`config.mk`:
```
export PLATFORM = sky130hd
export DESIGN_NAME = pipeline_ctrl
export DESIGN_NICKNAME = d
export VERILOG_FILES = /design/src/rtl/pipeline_ctrl.sv
export SDC_FILE = /design/constraint.sdc
export NUM_CORES = 1
export LEC_CHECK = 0
export CAP_MARGIN = 20
export CORE_MARGIN = 2
export CORE_UTILIZATION = 35
export DETAILED_ROUTE_END_ITERATION = 7
export GPL_ROUTABILITY_DRIVEN = 1
export PLACE_DENSITY = 0.65
export SLEW_MARGIN = 20
export SYNTH_ARGS = -nofsm -noshare
export SYNTH_HDL_FRONTEND = slang
export SYNTH_SLANG_ARGS = --single-unit
```
`constraint.sdc`:
```
create_clock -name clk -period 1.9 [get_ports clk]
set_clock_uncertainty 0.15 [all_clocks]
set_input_delay 0.38 -clock clk [delete_from_list [all_inputs] [get_ports clk]]
set_output_delay 0.38 -clock clk [all_outputs]
set_load 0.02 [all_outputs]
```
`src/rtl/pipeline_ctrl.sv`:
```
// rtl/pipeline_ctrl.sv - pipeline stall/flush/redirect controller with saturating perf counters
module pipeline_ctrl #(
    parameter int DATA_WIDTH = 64,
    parameter int CNT_WIDTH  = 32
) (
    input  logic                  clk,
    input  logic                  reset_n,
    input  logic                  mem_hazard,
    input  logic                  mispredict,
    input  logic [DATA_WIDTH-1:0] target_ex,
    input  logic                  dmem_busy,
    input  logic                  fetch_ready,
    output logic                  pc_write_en,
    output logic                  if_id_write_en,
    output logic                  if_id_flush,
    output logic                  id_ex_flush,
    output logic                  ex_mem_write_en,
    output logic                  redirect_valid,
    output logic [DATA_WIDTH-1:0] redirect_pc,
    output logic [CNT_WIDTH-1:0]  stall_cycles,
    output logic [CNT_WIDTH-1:0]  mispredict_cnt
);

    typedef enum logic [0:0] {
        ST_RUN      = 1'b0,
        ST_REDIRECT = 1'b1
    } state_e;

    localparam logic [CNT_WIDTH-1:0] CNT_MAX = {CNT_WIDTH{1'b1}};
    localparam logic [CNT_WIDTH-1:0] CNT_ONE = CNT_WIDTH'(1);

    state_e                  state_q;
    logic                    redirect_valid_q;
    logic [DATA_WIDTH-1:0]   redirect_pc_q;
    logic [CNT_WIDTH-1:0]    stall_cycles_q;
    logic [CNT_WIDTH-1:0]    stall_cycles_d;
    logic [CNT_WIDTH-1:0]    mispredict_cnt_q;
    logic [CNT_WIDTH-1:0]    mispredict_cnt_d;

    // A mispredict is only accepted in RUN when memory is not freezing the pipe
    logic take_mispredict;
    logic redirect_done;

    assign take_mispredict = (state_q == ST_RUN) && !dmem_busy && mispredict;
    assign redirect_done   = (state_q == ST_REDIRECT) && redirect_valid_q && fetch_ready;

    // Stage enables and flushes by state, with freeze > mispredict > load-use > run priority
    always_comb begin
        pc_write_en     = 1'b1;
        if_id_write_en  = 1'b1;
        if_id_flush     = 1'b0;
        id_ex_flush     = 1'b0;
        ex_mem_write_en = 1'b1;
        if (state_q == ST_REDIRECT) begin
            // Keep squashing the front end until fetch takes the new PC
            pc_write_en     = 1'b0;
            if_id_write_en  = 1'b1;
            if_id_flush     = 1'b1;
            id_ex_flush     = 1'b1;
            ex_mem_write_en = !dmem_busy;
        end else if (dmem_busy) begin
            pc_write_en     = 1'b0;
            if_id_write_en  = 1'b0;
            ex_mem_write_en = 1'b0;
        end else if (mispredict) begin
            // Wrong-path instructions in IF/ID and ID become bubbles
            pc_write_en     = 1'b0;
            if_id_write_en  = 1'b1;
            if_id_flush     = 1'b1;
            id_ex_flush     = 1'b1;
        end else if (mem_hazard) begin
            // Hold IF/ID and PC, insert one bubble into ID/EX
            pc_write_en     = 1'b0;
            if_id_write_en  = 1'b0;
            id_ex_flush     = 1'b1;
        end
    end

    // FSM with registered redirect handshake outputs
    always_ff @(posedge clk or negedge reset_n) begin
        if (!reset_n) begin
            state_q          <= ST_RUN;
            redirect_valid_q <= 1'b0;
            redirect_pc_q    <= '0;
        end else begin
            case (state_q)
                ST_RUN: begin
                    if (take_mispredict) begin
                        redirect_pc_q    <= target_ex;
                        redirect_valid_q <= 1'b1;
                        state_q          <= ST_REDIRECT;
                    end
                end
                ST_REDIRECT: begin
                    if (redirect_done) begin
                        redirect_valid_q <= 1'b0;
                        state_q          <= ST_RUN;
                    end
                end
                default: begin
                    state_q          <= ST_RUN;
                    redirect_valid_q <= 1'b0;
                end
            endcase
        end
    end

    // Saturating next-state for the perf counters
    always_comb begin
        stall_cycles_d   = stall_cycles_q;
        mispredict_cnt_d = mispredict_cnt_q;
        if (!pc_write_en && (stall_cycles_q != CNT_MAX)) begin
            stall_cycles_d = stall_cycles_q + CNT_ONE;
        end
        if (take_mispredict && (mispredict_cnt_q != CNT_MAX)) begin
            mispredict_cnt_d = mispredict_cnt_q + CNT_ONE;
        end
    end

    // Perf counter registers
    always_ff @(posedge clk or negedge reset_n) begin
        if (!reset_n) begin
            stall_cycles_q   <= '0;
            mispredict_cnt_q <= '0;
        end else begin
            stall_cycles_q   <= stall_cycles_d;
            mispredict_cnt_q <= mispredict_cnt_d;
        end
    end

    assign redirect_valid = redirect_valid_q;
    assign redirect_pc    = redirect_pc_q;
    assign stall_cycles   = stall_cycles_q;
    assign mispredict_cnt = mispredict_cnt_q;

endmodule

```
---- Word level (Yosys, flattened, before mapping) ----
Cells that the tools add are included.
word-level totals
  register bits ........................... 130
  input bits .............................. 70
  output and inout port bits .............. 134
  logic and storage cells ................. 44
cells by class
  add/sub/neg operators ................... 2
  equality and inequality tests ........... 4
  mux-type cells .......................... 22
  bitwise operators ....................... 1
  reduce and logical (&&, ||, !) cells .... 10
operator list
  operator                                                                 number
  32-bit by 1-bit adder with 32-bit output, second input constant          2
  32-bit inequality test, second input constant                            2
  1-bit two-way mux                                                        20
  1-bit logical AND                                                        6
  1-bit one-hot mux with 2 select lines                                    2
  2-bit AND reduction                                                      2
  1-bit logical NOT                                                        2
  2-bit by 1-bit inequality test with 1-bit output, second input constant  1
  2-bit inequality test, second input constant                             1
  1-bit inverter                                                           1

---- Depth between registers and ports, before layout ----
  word-level depth ........................ 6
  mapped depth ............................ 7
  gate-level depth less buffers ........... 6

---- Worst setup path before layout ----
OpenSTA, ideal clock, no wires.
  path type ............................... flip-flop to flip-flop
  from .................................... register stall_cycles_q[0] (netlist: stall_cycles[0])
  to ...................................... register stall_cycles_q[6] (netlist: stall_cycles[6])
  library setup time ...................... 131 ps
  arrival time ............................ 1929 ps
  data required time ...................... 1619 ps
  slack ................................... -310 ps
  cell stages (with the launch flop) ...... 8
  buffers on the path ..................... 1
  clock period less this slack ............ 2210 ps
  path through ............................ dfrtp_1 > ha_1 > and3_1 > and3_1 > clkbuf_1 > a31oi_1 > nand4_1 > xnor2_1
between the ends
  longest elaborated chain between the ends .. 2
  elaborated cells between the ends (all ways) .. 3
  classes of those cells .................. add/sub (1); eq/ne (1); reduce/logical (1)
RTL lines
  element                                                                           line  text
  start, declared                                                                   35    logic [CNT_WIDTH-1:0] stall_cycles_q;
  start signal, assigned                                                            126   stall_cycles_q <= stall_cycles_d;
  branches (longest 2 deep; another with 32-bit by 1-bit adder with 32-bit output)  --
Several ways; the timed one is not identified.
A chain may end at the register's enable or synchronous reset.

---- Final worst setup path ----
  from .................................... register state_q
  to ...................................... register mispredict_cnt_q[30] (netlist: mispredict_cnt[30])
between the ends
  longest elaborated chain between the ends .. 4
RTL lines
  element                          line  text
  start, declared                  32    state_e state_q;
  start signal, assigned           82    state_q <= ST_RUN;
  start signal, assigned           91    state_q <= ST_REDIRECT;
  start signal, assigned           97    state_q <= ST_RUN;
  1-bit inverter (no source line)  --
  1-bit logical AND (2 in a row)   44    assign take_mispredict = (state_q == ST_RUN) && !dmem_busy && mispredict;
  1-bit logical AND                115   if (take_mispredict && (mispredict_cnt_q != CNT_MAX)) begin
  end signal, assigned             127   mispredict_cnt_q <= mispredict_cnt_d;
  end, declared                    37    logic [CNT_WIDTH-1:0] mispredict_cnt_q;
No other way between the ends.

==> metrics.md <==
| Metric | Value |
|---|---|
| Status | `finished, violations left` |
| Failing checks | `setup timing` |
| Ports | `204` |
| Critical Path AT | `2.38 ns` |
| Drt pass-1 iters | `4` |
| Endpoints failing setup | `114` |
| Total core area | `0.0157 mm^2` |
| Max Root-Sink Buffers | `2` |
| Layout area overhead | `83.4%` |
| Fin crit period | `2.23 ns` |
| Lkg Pwr | `4.91 nW` |
| Yosys warns | `0` |
| IO buf count | `203` |
| Worst VDD drop | `664 uV` |
| Leading register cell type out of synthesis | `dfrtp_1` |
| Max Clock Freq | `448 MHz` |
| Synth unique cells | `44` |
| Die area | `0.0169 mm^2` |
| Total power | `12.1 mW` |
| Via density | `4.80` |
| Layout cells sized above 1 | `41.6%` |
| Worst-Skew Late Latency | `0.42 ns` |
| Root Buffer | `clkbuf_16` |
| Dpl cell area | `0.00881 mm^2` |
| Non-Filler Cell Area, Final | `0.0102 mm^2` |
| Hold violation count in the final report | `0` |
| Placer Congestion | `0.852` |
| Placed wire-length estimate | `11.3 mm` |
| H-tree Lvls | `4` |
| Slew margin rel. | `63.8%` |
| Final nets | `860` |
| Vias after detailed routing | `4878` |
| Filler Cells Inserted | `1250` |
| Fin. max-slew vios | `0` |
| CP required | `2.05 ns` |
| Die span in x | `130 um` |
| Routed Antenna Nets | `0` |
| Syn_nets | `507` |
| MaxCap Viol Count | `0` |
| Average size of a mapped cell | `12.8 um^2` |
| Clock transition at the registers of the reported paths | `0.06 ns` |
| Largest net degree at the start of global routing | `55` |
| WL/cell | `17.3 um` |
| EDFF count, synth | `0` |
| RSZ-0062 raised after global routing | `true` |
| DIE HEIGHT | `130 um` |
| Total grt overflow | `0` |
| Post-synth ARST share | `100%` |
| Initial Util | `35.3%` |
| First-pass GRT wire length | `25.3 mm` |
| CP max FO | `6` |
| Sequential share of the synthesized area | `58.6%` |
| Critical path type | `reg -> reg` |
| DRT iter0 DRCs | `196` |
| CTS Buf Count | `17` |
| Startpoint Class | `flip-flop` |
| Worst slew pin tran | `0.542 ns` |
| HP Class | `in -> async` |
| Total Wirelength | `17.6 mm` |
| CTS Sinks | `130` |
| Final Cycle Share | `118%` |
| Initial antenna violation count | `0` |
| Total GRT Usage | `19.3%` |
| # diodes | `0` |
| Post-layout worst setup margin | `-0.333 ns` |
| Mapped Cells | `435` |
| Synth Cell Area | `0.00555 mm^2` |
| #FFs+latches synth | `130` |
| Number of global-route vias before repair | `5100` |
| # DRC | `0` |
| Worst hold margin | `0.302 ns` |
| Rows | `46` |
| Setup crit end kind | `flip-flop` |
| Pwr Density | `1180 mW/mm^2` |
| CTS tree | `done` |
power by group:
| part | switching [mW] | internal, mW | total, mW | leakage, nW |
|---|---|---|---|---|
| clock | 1.23 | 1.87 | 3.09 | 0.268 |
| combinational | 2.32 | 2.52 | 4.85 | 3.04 |
| sequential | 0.487 | 3.63 | 4.12 | 1.61 |
| total | 4.04 | 8.01 | 12.1 | 4.91 |
timing repair:
| item | in CTS | in global routing |
|---|---|---|
| hold endpoints to repair | 26 | 0 |
| setup endpoints to repair | 190 | 129 |
| setup buffers | 13 | 18 |
| cloned | 0 | 6 |
| hold buffers | 1 | 0 |
| resized for setup | 210 | 103 |
| pin swaps | 40 | 35 |
stage by stage:
| stage | worst slack (ns) | util (%) | cells | setup TNS, ns |
|---|---|---|---|---|
| 2_1_floorplan | -0.181 | - | 435 | -3.56 |
| 3_3_place_gp | -0.880 | 56.1 | 953 | -63.36 |
| 3_5_place_dp | -0.879 | 56.1 | 953 | -65.45 |
| 4_1_cts | -0.345 | 61.0 | 999 | -18.98 |
| 5_1_grt | -0.405 | 64.8 | 1017 | -22.35 |
| 6_report | -0.333 | 64.8 | 1017 | -16.89 |
synthesized netlist by cell type (3+ instances only):
| master | n | area (um^2) |
|---|---|---|
| nor2_1 | 19 | 71.3 |
| and3_1 | 9 | 56.3 |
| nor3_1 | 15 | 75.1 |
| xnor2_1 | 30 | 263 |
| nand3_1 | 19 | 95.1 |
| and4_1 | 4 | 35.0 |
| nand4_1 | 22 | 138 |
| clkbuf_1 | 9 | 33.8 |
| xor2_1 | 31 | 272 |
| or2_2 | 3 | 18.8 |
| dfrtp_1 | 130 | 3250 |
| a31oi_1 | 3 | 18.8 |
| nand2_1 | 29 | 109 |
| mux2_2 | 65 | 732 |
| inv_1 | 8 | 30.0 |
| nor4_1 | 4 | 25.0 |
layout by cell type, fill, tap and decap left out, types with 3 or more instances in the layout:
cell	synthesis	layout
and3_4	0	4
or4b_4	1	3
dlygate4sd2_1	0	128
clkinv_4	0	4
buf_12	0	6
nor3_2	1	10
nor3_1	15	3
nand3_2	0	4
nor2_1	19	11
a31oi_4	0	3
nor2_4	0	5
mux2_2	65	4
xnor2_1	30	27
inv_1	8	7
nand2_1	29	23
buf_6	0	16
clkinv_2	0	3
nand4_1	22	22
nor2_2	0	3
clkdlybuf4s50_1	0	65
dfrtp_1	130	112
nor4_4	1	5
xor2_1	31	31
clkinvlp_4	0	4
buf_4	0	118
nor3_4	0	3
xnor2_2	0	3
and3_1	9	5
nand2_2	0	5
and4_1	4	3
nand3_1	19	15
clkbuf_16	0	21
mux2_4	0	61
dfrtp_2	0	18
critical path, stage by stage (launching register included):
cell and delay (ns):
dfrtp_1 0.40, buf_6 0.12, or3b_4 0.37, or3_4 0.42
a211oi_4 0.30, buf_4 0.18, nand2_2 0.04, xnor2_1 0.13
kinds of logic (layout without fill, tap and decap cells):
family                     after synthesis  after routing  synth area share (%)
AOI/OAI and AO/OA                       16             16                  2.57
xor gates and xnor gates                61             61                  9.63
adders and majority gates                2              2                 0.451
buffers and inverters                   20            386                  1.40
DFF                                    130            130                  58.6
muxes                                   65             65                  13.2
and+or+nand+nor                        141            141                  14.2
flip-flops by register name, indices dropped and copies added (netlist names):
register        flops
redirect_valid      1
stall_cycles       32
mispredict_cnt     32
redirect_pc        64
state_q             1
cell type report:
| cell class | instances | area, um^2 | share of cell area, % |
|---|---|---|---|
| repair buffers | 345 | 3170 | 31.1 |
| multi-input cells | 285 | 2870 | 28.2 |
| flip-flops and latches | 130 | 3280 | 32.2 |
| well taps | 216 | 270 | 2.65 |
| inverters | 9 | 36.3 | 0.356 |
| clock inverters | 12 | 110 | 1.08 |
| clock buffers | 20 | 457 | 4.49 |
final timing paths:
check                                           start                              to  slack, ns  cells past startpoint
setup / recovery                    state_q$_DFF_PN0_  mispredict_cnt[30]$_DFFE_PN0P_      -0.33                      7
hold / removal                                reset_n   mispredict_cnt[0]$_DFFE_PN0P_       0.30                      2
setup reg to reg                    state_q$_DFF_PN0_  mispredict_cnt[30]$_DFFE_PN0P_      -0.33                      7
hold reg to reg            redirect_valid$_DFFE_PN0P_               state_q$_DFF_PN0_       0.33                      1
max in group asynchronous                     reset_n  mispredict_cnt[20]$_DFFE_PN0P_       0.68                      3
min in group clk           redirect_valid$_DFFE_PN0P_               state_q$_DFF_PN0_       0.33                      1
layer usage:
| layer | global-route usage [%] | vias up | part of all wire [%] |
|---|---|---|---|
| met2 | 33.3 | 133 | 52 |
| met4 | 6.58 | 0 | 1.3 |
| li1 | - | 2264 | - |
| met3 | 6.31 | 17 | 4.8 |
| met1 | 22.6 | 2464 | 42 |
| met5 | 0 | - | 0 |
No activity file was read; power rests on OpenSTA's default activity.
